--- src/rtl/fcs32_16_arb.sv ---
// Two-requester frame arbiter sharing one 16-bit CRC-32 engine; checks each frame's trailing FCS
// and returns a {source, fcs, expected, length, ok, err} result record.
module fcs32_16_arb #(
  parameter int unsigned LEN_W     = 12,
  parameter int unsigned MIN_WORDS = 3
) (
  input  logic             pclk_i,
  input  logic             rst_i,
  input  logic [15:0]      dat0_i,
  input  logic             sof0_i,
  input  logic             eof0_i,
  input  logic             vld0_i,
  output logic             rdy0_o,
  input  logic [15:0]      dat1_i,
  input  logic             sof1_i,
  input  logic             eof1_i,
  input  logic             vld1_i,
  output logic             rdy1_o,
  output logic             res_vld_o,
  input  logic             res_rdy_i,
  output logic             res_src_o,
  output logic [31:0]      res_fcs_o,
  output logic [31:0]      res_exp_o,
  output logic [LEN_W-1:0] res_len_o,
  output logic             res_ok_o,
  output logic             res_err_o
);

  typedef enum logic [1:0] {IDLE, ACTIVE, CALC, DONE} state_t;

  // CRC-32, poly 0x04C11DB7, 16 data bits per step, data MSB first.
  function automatic logic [31:0] fcs32_16(input logic [15:0] d, input logic [31:0] c);
    logic [31:0] r;
    logic [15:0] dd;
    logic        fb;
    r  = c;
    dd = d;
    for (int unsigned i = 0; i < 16; i++) begin
      fb = r[31] ^ dd[15];
      r  = fb ? ((r << 1) ^ 32'h04C1_1DB7) : (r << 1);
      dd = dd << 1;
    end
    return r;
  endfunction

  // Final FCS form: bit-reversed and complemented CRC register.
  function automatic logic [31:0] fcs32_brev(input logic [31:0] c);
    logic [31:0] r;
    logic [31:0] cc;
    r  = '0;
    cc = c;
    for (int unsigned i = 0; i < 32; i++) begin
      r  = {r[30:0], cc[0]};
      cc = cc >> 1;
    end
    return ~r;
  endfunction

  state_t             state, state_nx;
  logic               gnt, last_src;
  logic [31:0]        crc;
  logic [LEN_W-1:0]   len;
  logic [15:0]        w1, w2;
  logic               err_flag;

  logic               req0, req1, grant_any, grant_src, src_sel;
  logic [15:0]        sel_dat;
  logic               sel_sof, sel_eof, sel_vld;
  logic [31:0]        crc_brev;
  logic               err_c;

  assign req0      = vld0_i & sof0_i;
  assign req1      = vld1_i & sof1_i;
  assign grant_any = req0 | req1;
  assign grant_src = (req0 & req1) ? ~last_src : req1;
  assign src_sel   = (state == IDLE) ? grant_src : gnt;
  assign sel_dat   = src_sel ? dat1_i : dat0_i;
  assign sel_sof   = src_sel ? sof1_i : sof0_i;
  assign sel_eof   = src_sel ? eof1_i : eof0_i;
  assign sel_vld   = src_sel ? vld1_i : vld0_i;
  assign crc_brev  = fcs32_brev(crc);
  assign err_c     = err_flag | (len < LEN_W'(MIN_WORDS));
  assign res_vld_o = (state == DONE);

  always_comb begin
    state_nx = state;
    rdy0_o   = 1'b0;
    rdy1_o   = 1'b0;
    case (state)
      IDLE: begin
        // Orphan words (valid without sof) are drained while idle.
        rdy0_o = (req0 & ~grant_src) | (vld0_i & ~sof0_i);
        rdy1_o = (req1 & grant_src) | (vld1_i & ~sof1_i);
        if (grant_any) state_nx = sel_eof ? CALC : ACTIVE;
      end
      ACTIVE: begin
        rdy0_o = ~gnt;
        rdy1_o = gnt;
        if (sel_vld & sel_eof) state_nx = CALC;
      end
      CALC:    state_nx = DONE;
      DONE:    if (res_rdy_i) state_nx = IDLE;
      default: state_nx = IDLE;
    endcase
  end

  always_ff @(posedge pclk_i) begin
    if (rst_i) begin
      state     <= IDLE;
      gnt       <= 1'b0;
      last_src  <= 1'b1;
      crc       <= '1;
      len       <= '0;
      w1        <= '0;
      w2        <= '0;
      err_flag  <= 1'b0;
      res_src_o <= 1'b0;
      res_fcs_o <= '0;
      res_exp_o <= '0;
      res_len_o <= '0;
      res_ok_o  <= 1'b0;
      res_err_o <= 1'b0;
    end else begin
      state <= state_nx;
      case (state)
        IDLE: if (grant_any) begin
          gnt      <= grant_src;
          last_src <= grant_src;
          crc      <= '1;
          len      <= LEN_W'(1);
          w1       <= sel_dat;
        end
        ACTIVE: if (sel_vld) begin
          if (sel_sof) begin
            crc      <= '1;
            len      <= LEN_W'(1);
            w1       <= sel_dat;
            err_flag <= 1'b1;
          end else begin
            // A word enters the CRC only after two later words have displaced it.
            if (len >= LEN_W'(2)) crc <= fcs32_16(w2, crc);
            w2 <= w1;
            w1 <= sel_dat;
            if (len != '1) len <= len + LEN_W'(1);
          end
        end
        CALC: begin
          res_fcs_o <= crc_brev;
          res_exp_o <= {w2, w1};
          res_len_o <= len;
          res_src_o <= gnt;
          res_err_o <= err_c;
          res_ok_o  <= (crc_brev == {w2, w1}) & ~err_c;
        end
        DONE: if (res_rdy_i) err_flag <= 1'b0;
        default: ;
      endcase
    end
  end

endmodule

--- config.mk ---
export PLATFORM = sky130hd
export DESIGN_NAME = fcs32_16_arb
export DESIGN_NICKNAME = d
export VERILOG_FILES = /design/src/rtl/fcs32_16_arb.sv
export SDC_FILE = /design/constraint.sdc
export NUM_CORES = 1
export LEC_CHECK = 0
export CAP_MARGIN = 40
export CORE_MARGIN = 5
export CORE_UTILIZATION = 53
export DETAILED_ROUTE_END_ITERATION = 8
export GPL_TIMING_DRIVEN = 1
export HOLD_SLACK_MARGIN = 0.1
export PLACE_DENSITY = 0.8
export SYNTH_ARGS = -nofsm -noshare
export SYNTH_HDL_FRONTEND = slang
export SYNTH_SLANG_ARGS = --single-unit
--- constraint.sdc ---
create_clock -name pclk_i -period 3.2 [get_ports pclk_i]
set_input_delay 0.64 -clock pclk_i [delete_from_list [all_inputs] [get_ports pclk_i]]
set_output_delay 0.64 -clock pclk_i [all_outputs]
set_load 0.1 [all_outputs]
Word-level counts from Yosys, hierarchy flattened
Cells that the tools add are included.

Register bits after elaboration: 160. Bits of input ports: 41. Output and inout port bits: 82.

Add/subtract/negate cells: 1. Magnitude comparators: 2. Equal/unequal tests: 12. Multiplexer cells: 46. Bitwise logic cells: 53. Reductions and logical operators: 10.

Operators with widths (count): 27-bit 2-to-1 mux (16); 14-bit NOT (16); 32-bit 2-to-1 mux (4); 32-bit case mux with 2 select lines (1); 12-bit 2-to-1 mux (4); 16-bit 2-to-1 mux (3); 32-bit equality test (1); 32-bit NOT (1); 16-bit case mux with 2 select lines (1); 12-bit case mux with 2 select lines (1); 1-bit bitwise XOR (16); 12-bit by 1-bit adder with 12-bit output, second input constant (1); 12-bit by 2-bit >= comparator with 1-bit output, second input constant (1); 12-bit by 2-bit < comparator with 1-bit output, second input constant (1); 12-bit inequality test, second input constant (1); 4-bit AND reduction (3); 1-bit AND (9); 3-bit AND reduction (3); 1-bit 2-to-1 mux (8); 2-bit 2-to-1 mux (4); 2-bit inequality test, second input constant (4); 2-bit case mux with 4 select lines (1); 1-bit NOT (7); 3-bit inequality test, second input constant (2); 8 further kinds (15).

Logic depth before layout (Yosys ltp)
Gate-level depths: netlist of run 1.

Depth after elaboration: 36. Gate-level depth with buffers: 12.

Worst setup path after synthesis of run 1
No wires, ideal clock.

Kind: register to output. Start point: register state[1]. End point: output port rdy0_o. Arrival: 2.774 ns. Data required time: 2.560 ns. Slack: -0.214 ns. Stages on the path, launching flop included: 5. Cells stage by stage: dfxtp_1 -> inv_1 -> ha_1 -> inv_1 -> o21ai_0.

Cells in the longest elaborated chain, start to end: 2. Elaborated cells on any way between the ends: 3. Those cells by class: 1 x eq/ne; 1 x mux; 1 x reduce/logical.

Ends and longest elaborated chain: from (decl) (RTL line 59) `state_t state, state_nx;`; from (signal assigned) (RTL line 124) `state <= state_nx;`; 2-bit by 1-bit equality test with 1-bit output or 2-bit zero test (tied branches) (RTL line 89) `case (state)`; 1-bit case mux with 2 select lines (*) (RTL line 89); to (decl) (RTL line 13) `output logic rdy0_o,`.

Every way passes the cells marked *; elsewhere a longest branch is shown, timed or not.

Worst setup path after layout of run 1
Start point: register w2[9]. End point: register crc[11].

Cells in the longest elaborated chain, start to end: 21. Elaborated cells on any way between the ends: 23. Those cells by class: 14 x mux; 9 x bitwise.

Ends and longest elaborated chain: from (decl) (RTL line 63) `logic [15:0] w1, w2;`; from (signal assigned) (RTL line 142) `w2 <= w1;`; 1-bit bitwise XOR (*) (RTL line 39) `fb = r[31] ^ dd[15];`; 27-bit 2-to-1 mux (*) (RTL line 40) `r = fb ? ((r << 1) ^ 32'h04C1_1DB7) : (r << 1);`; 27-bit 2-to-1 mux (RTL line 40); 14-bit NOT (no source line); 27-bit 2-to-1 mux (RTL line 40); 14-bit NOT (no source line); 27-bit 2-to-1 mux (2 in a row) (RTL line 40); 14-bit NOT (no source line); (+4 left out); 14-bit NOT (no source line); 27-bit 2-to-1 mux (RTL line 40); 14-bit NOT (no source line); 27-bit 2-to-1 mux (*) (RTL line 40); 32-bit 2-to-1 mux (*) (RTL line 141) `if (len >= LEN_W'(2)) crc <= fcs32_16(w2, crc);`; 32-bit 2-to-1 mux (*) (RTL line 134) `if (sel_sof) begin`; 32-bit 2-to-1 mux (*) (RTL line 133) `ACTIVE: if (sel_vld) begin`; 32-bit case mux with 2 select lines (*) (RTL line 125) `case (state)`; to (signal assigned) (RTL line 141); to (decl) (RTL line 61) `logic [31:0] crc;`.

Every way passes the cells marked *; elsewhere a longest branch is shown, timed or not. The select of a mux whose other input is x is not followed. A chain may end at the register's enable or synchronous reset.

==> results of run 1 <==
registers in the layout (all words and copies together) (netlist names):
register	flops
err_flag	1
last_src	1
w2	16
res_ok_o	1
len	12
crc	32
res_fcs_o	32
state	2
res_err_o	1
res_len_o	12
res_exp_o	32
gnt	1
res_src_o	1
w1	16
through the flow:
stage                     hold slack [ns]  instances
final                               0.479       1150
after detailed placement            0.471       1118
after global routing                0.502       1150
after CTS                           0.480       1150
after floorplan                     0.465        835
after global placement              0.472       1118
cells in the mapped netlist, drive strengths merged, types with 2 or more instances:
cell,count,share of area
buf,8,0.0039
or2,3,0.0023
or3,2,0.0016
nand2b,25,0.020
a211oi,31,0.029
a311oi,16,0.018
ha,6,0.0094
xor2,36,0.046
nor4,6,0.0047
nand2,33,0.015
clkbuf,42,0.020
a21boi,3,0.0028
nand4,9,0.0070
a21oi,21,0.013
o22ai,23,0.018
and3,4,0.0031
nor2,131,0.061
mux2i,67,0.084
a31oi,2,0.0016
xor3,2,0.0059
inv,11,0.0052
nand3,24,0.015
nor3,14,0.0088
o21ai,12,0.0075
dfxtp,160,0.40
xnor3,10,0.029
xnor2,120,0.15
nand4b,2,0.0022
cell type report:
| type | instances | share of cell area |
|---|---|---|
| inverter | 11 | 0.00417 |
| multi-input combinational | 614 | 0.465 |
| sequential | 160 | 0.324 |
| clock inverter | 12 | 0.0124 |
| timing repair buffer | 145 | 0.125 |
| tap | 188 | 0.0238 |
| clock buffer | 20 | 0.0462 |
worst paths after layout:
kind | cells past startpoint | start | end
worst min-delay path | 2 | res_fcs_o[15]$_SDFFE_PP0P_ | res_fcs_o[15]$_SDFFE_PP0P_
worst max register to register | 7 | w2[9]$_SDFFE_PP0P_ | crc[11]$_SDFFE_PP1P_
worst min register to register | 2 | res_fcs_o[15]$_SDFFE_PP0P_ | res_fcs_o[15]$_SDFFE_PP0P_
worst max-delay path | 7 | w2[9]$_SDFFE_PP0P_ | crc[11]$_SDFFE_PP1P_
power by group through the flow:
stage | sequential, W | combinational (W) | clock (W)
finish | 0.00259 | 0.00521 | 0.00198
global route | 0.00262 | 0.00552 | 0.00210
CTS | 0.00258 | 0.00521 | 0.00201
detailed placement | 0.00262 | 0.00518 | 0
global placement | 0.00261 | 0.00515 | 0
floorplan | 0.00344 | 0.00320 | 0
per-layer routing:
metal | vias up | part of all wire
li1 | 3108 | -
met1 | 2986 | 0.45
met2 | 207 | 0.46
met3 | 33 | 0.073
met4 | 0 | 0.020
met5 | - | 0
cell families after synthesis:
kind of cell,Yosys count,synth area share
and+or+nand+nor,256,0.144
xor gates and xnor gates,168,0.235
DFF,160,0.400
AOI/OAI and AO/OA,116,0.0978
muxes,68,0.0852
buffers and inverters,61,0.0289
adders and majority gates,6,0.00938
critical path: stages (launching register included):
cell and delay, ns:
dfxtp_1 0.37, xnor2_2 0.57, xnor3_2 0.63, xor2_2 0.29
xor2_2 0.29, xnor3_1 0.37, o22ai_1 0.14, nand2b_1 0.07
==> results.yml, run 1 <==
clock_network:
  cts_tree: "built"
  cts_max_level: 4
  clk_path_buf_depth: 2
  path_clk_slew_ns: 0.06
  postCtsHoldBufs: 0
  post_cts_resized: 0
  cts_made_buffers: 17
  insertion_delay_ns: 0.43
  cts_setup_buffers: 0
  clkSinkCount: 160
  cts-root-buf: "clkbuf_16"
synth:
  ys_seq_elements: 160
  synth_edf_count: 0
  avgSynthCellArea_um2: 9.59
  synth_area_um2: 8010
  async_reset_ff_frac: 0
  ys.flop_type: "dfxtp_1"
  synthCells: 835
  syn-num-nets: 882
  yosysSeqAreaShare: 0.400
  synth_cell_types: 46
  ys_warn_count: 0
power_and_ir_drop:
  p_total_w: 0.00978
  power.density_nw_per_um2: 988
  vdd_drop_max_v: 0.000769
  combPwrFrac: 0.533
  p_switching_w: 0.00432
  p_int_w: 0.00546
  p_leak_nw: 3.98
  power_frac_clock: 0.203
  pwr-share-seq: 0.265
  swShare: 0.442
placed_design:
  io_buffers: 122
  place_ws_ns: 0.192
  placed_cell_area_um2: 9320
  hpwl_mm: 15.2
  gp_congestion: 0.985
global_route:
  grt_max_degree: 94
  antenna_found_initial: 0
  grt_first_pass_wirelength_mm: 32.8
  grt_overflow_total: 0
  gr-usage-met1: 0.305
  grt_pass1_vias: 6168
  grt_usage: 0.232
  top_usage_layer: "met2"
  use_met2: 0.370
  met3_usage: 0.0643
detailed_routing:
  ant_nets: 0
  vias: 6334
  viasPerCell: 5.51
  drt-initial-drc-count: 501
  wl_mm: 20.6
  drt-pass1-iter-count: 5
  drcViolationCount: 0
  wl_per_cell_um: 17.9
worst_setup_path:
  crit_type: "reg2reg"
  worstSetupEndpointType: "register"
  required_ns: 3.51
  critPathMaxFanout: 6
  start_kind: "register"
  r2r_slack_ns: 0.36
  cp_data_arrival_time_ns: 3.15
timing:
  tightest_slew_ns: 0.726
  fin_crit_sh: 0.886
  fin_ws_ns: 0.364
  maxSlewViolCount: 0
  slew_headroom: 0.512
  period_needed_ns: 2.84
  fmax_mhz: 353
  hold_viol: 0
  setup-violations-final: 0
  fin_skew_ns: 0.00819
  setup-tns-final_ns: 0
  rsz0062_at_grt: "false"
layout:
  drive_above_1_share: 0.177
  n_fill_cell: 1193
  final_cell_area_um2: 9890
  seq_area_um2: 3200
  mostFrequentLayoutCells: "160 x dfxtp_1, 131 x nor2_1, 103 x xnor2_1"
  syn_to_final_growth_pct: 23.6
  final_common_cell: "dfxtp_1"
  fin_util: 0.658
  multi_input_area_um2: 4600
  antennaDiodeCount: 0
  nets: 996
floorplan:
  core_um2: 15000
  die_w_um: 133
  fp-row-count: 45
  io_pins: 123
  die_height_um: 133
  die_area_um2: 17700
  initial_core_util: 0.533
outcome:
  status: "finished, final reports clean"
hold_path:
  hp-class: "reg2reg"
flow_run:
  drv_cap: 0
Note: power is estimated with default switching activity, not from simulation.
==> inputs of run 2 (changes only) <==
Settings changed: CELL_PAD_IN_SITES_DETAIL_PLACEMENT set to 0, CELL_PAD_IN_SITES_GLOBAL_PLACEMENT set to 2, CORE_UTILIZATION 53 to 34, PLACE_DENSITY 0.8 to 0.81.
Clock period 3.2 ns to 2.7 ns, I/O delays scaled along.
==> run 2 against run 1 <==
Net effect: first-iteration DRC count decreased by 39%; die area up 51%; combinational power up 25%; sequential cell count is the same; critical path type unchanged; critical endpoint unchanged; largest power group unchanged; highest routed layer unchanged.
==> results.yml, run 2 (synthesized netlist as in run 1, its figures left out) <==
outcome:
  status: "finished, final reports clean"
placed_design:
  gp_congestion: 0.934
  hpwl_mm: 18.3
  post-place-cells: 1303
  place_ws_ns: 0.0165
  io_buffers: 122
timing:
  rsz0062_at_grt: "false"
  maxSlewViolCount: 0
  fin_skew_ns: 0.0145
  hold_viol: 0
  setup-tns-final_ns: 0
  fin_ws_ns: 0.120
  setup-violations-final: 0
  fin_crit_sh: 0.956
  slew_headroom: 0.595
  fmax_mhz: 388
  period_needed_ns: 2.58
  tightest_slew_ns: 0.605
floorplan:
  fp-row-count: 56
  die_height_um: 163
  die_w_um: 163
  io_pins: 123
  core_um2: 23300
  initial_core_util: 0.343
  die_area_um2: 26700
hold_path:
  hold_path_startpoint: "res_fcs_o[1]$_SDFFE_PP0P_"
  hold_end: "res_fcs_o[1]$_SDFFE_PP0P_"
  hold_depth: 2
  hp-class: "reg2reg"
detailed_routing:
  wl_per_cell_um: 17.8
  wl_mm: 23.7
  drt-pass1-iter-count: 4
  viasPerCell: 4.74
  ant_nets: 0
  vias: 6330
  drcViolationCount: 0
  drt-initial-drc-count: 305
global_route:
  grt_usage: 0.180
  grt_max_degree: 66
  grt_first_pass_wirelength_mm: 36.9
  grt_overflow_total: 0
  gr-usage-met1: 0.244
  met3_usage: 0.0404
  top_usage_layer: "met2"
  grt_pass1_vias: 6307
  use_met2: 0.287
  antenna_found_initial: 0
layout:
  syn_to_final_growth_pct: 31.0
  antennaDiodeCount: 0
  mostFrequentLayoutCells: "160 x dfxtp_1, 154 x buf_4, 131 x nor2_1"
  nets: 1050
  final_common_cell: "dfxtp_1"
  largestRegisters: "crc x32, res_exp_o x32, res_fcs_o x32"
  drive_above_1_share: 0.221
  stdcell_count: 1335
clock_network:
  post_cts_resized: 0
  cts_max_level: 4
  cts_setup_buffers: 0
  path_clk_slew_ns: 0.06
  cts_made_buffers: 17
  cts-root-buf: "clkbuf_16"
  insertion_delay_ns: 0.44
  postCtsHoldBufs: 0
  cts_tree: "built"
  clk_path_buf_depth: 2
  clkSinkCount: 160
worst_setup_path:
  critPathSlowestCell: "xnor3_2"
  critPathMostFrequentCell: "xnor2_4"
  crit_chain: "xnor2_2 > xnor2_4 > xnor3_2 > xnor2_4 > xnor3_1 > o22ai_1 > nand2b_1"
  required_ns: 3.02
  reg2reg_depth: 7
  worstSetupEndpointType: "register"
  r2r_start: "w2[15]$_SDFFE_PP0P_"
  cp_data_arrival_time_ns: 2.90
  worstReg2RegEnd: "crc[11]$_SDFFE_PP1P_"
  critical-path-max-stage-delay_ns: 0.54
  r2r_slack_ns: 0.12
  critPathMaxFanout: 5
  start_kind: "register"
  crit_type: "reg2reg"
power_and_ir_drop:
  power.density_nw_per_um2: 1140
  p_leak_nw: 4.26
  p_total_w: 0.0120
  vdd_drop_max_v: 0.000574
flow_run:
  drv_cap: 0
[run 2: cell count changes in the layout (fill, tap and decap cells not counted)]
cell,delta
buf_12,+2
buf_4,+52
clkinv_2,+1
clkinv_4,-1
clkinvlp_4,-1
ha_1,-1
ha_2,+1
inv_8,+1
[run 2: worst max path at each step]
stage	start	endpoint	slack, ns
4_1_cts	w2[15]$_SDFFE_PP0P_	crc[11]$_SDFFE_PP1P_	0.09
3_5_place_dp	sof1_i	len[10]$_SDFFE_PP0P_	0.02
3_3_place_gp	vld1_i	len[7]$_SDFFE_PP0P_	0.02
2_1_floorplan	state[0]$_SDFFE_PP0P_	crc[14]$_SDFFE_PP1P_	0.08
5_1_grt	w2[15]$_SDFFE_PP0P_	crc[11]$_SDFFE_PP1P_	0.007
6_report	w2[15]$_SDFFE_PP0P_	crc[11]$_SDFFE_PP1P_	0.12
[run 2: cell type report]
class	instances	area [um2]
inverter	11	41.3
timing repair buffer	199	1670
fill	2336	12800
sequential	160	3200
clock inverter	12	123
clock buffer	20	457
tap	319	399
multi-input combinational	614	4600
[run 2: through the flow]
step / area [um2] / hold slack (ns) / util
6_report: 10500 / 0.477 / 0.450
5_1_grt: 10500 / 0.494 / 0.450
4_1_cts: 10500 / 0.479 / 0.450
3_5_place_dp: 9910 / 0.469 / 0.425
3_3_place_gp: 9910 / 0.468 / 0.425
2_1_floorplan: 8010 / 0.465 / -
[run 2: power by group]
part | switching [W] | internal (W) | leakage, nW
clock | 0.00106 | 0.00134 | 0.286
sequential | 0.000368 | 0.00269 | 1.30
combinational | 0.00385 | 0.00268 | 2.68
total | 0.00527 | 0.00671 | 4.26
[run 2: per-layer routing]
metal | vias up | routed length (um)
met3 | 25 | 1190
met2 | 144 | 10900
li1 | 3202 | -
met5 | - | 0
met4 | 0 | 401
met1 | 2959 | 11300
[run 2: critical path: cells and delay by family, from the launching register on]
kind | cells | cell delay [ns]
simple gates | 1 | 0.07
compound gates | 1 | 0.12
flops | 1 | 0.33
xor+xnor | 5 | 1.95
==> inputs of run 3 (changes only) <==
Settings changed: CAP_MARGIN 40 to unset.
==> results of run 3 <==
Final layout, timing and power as in run 2 (identical DEF).
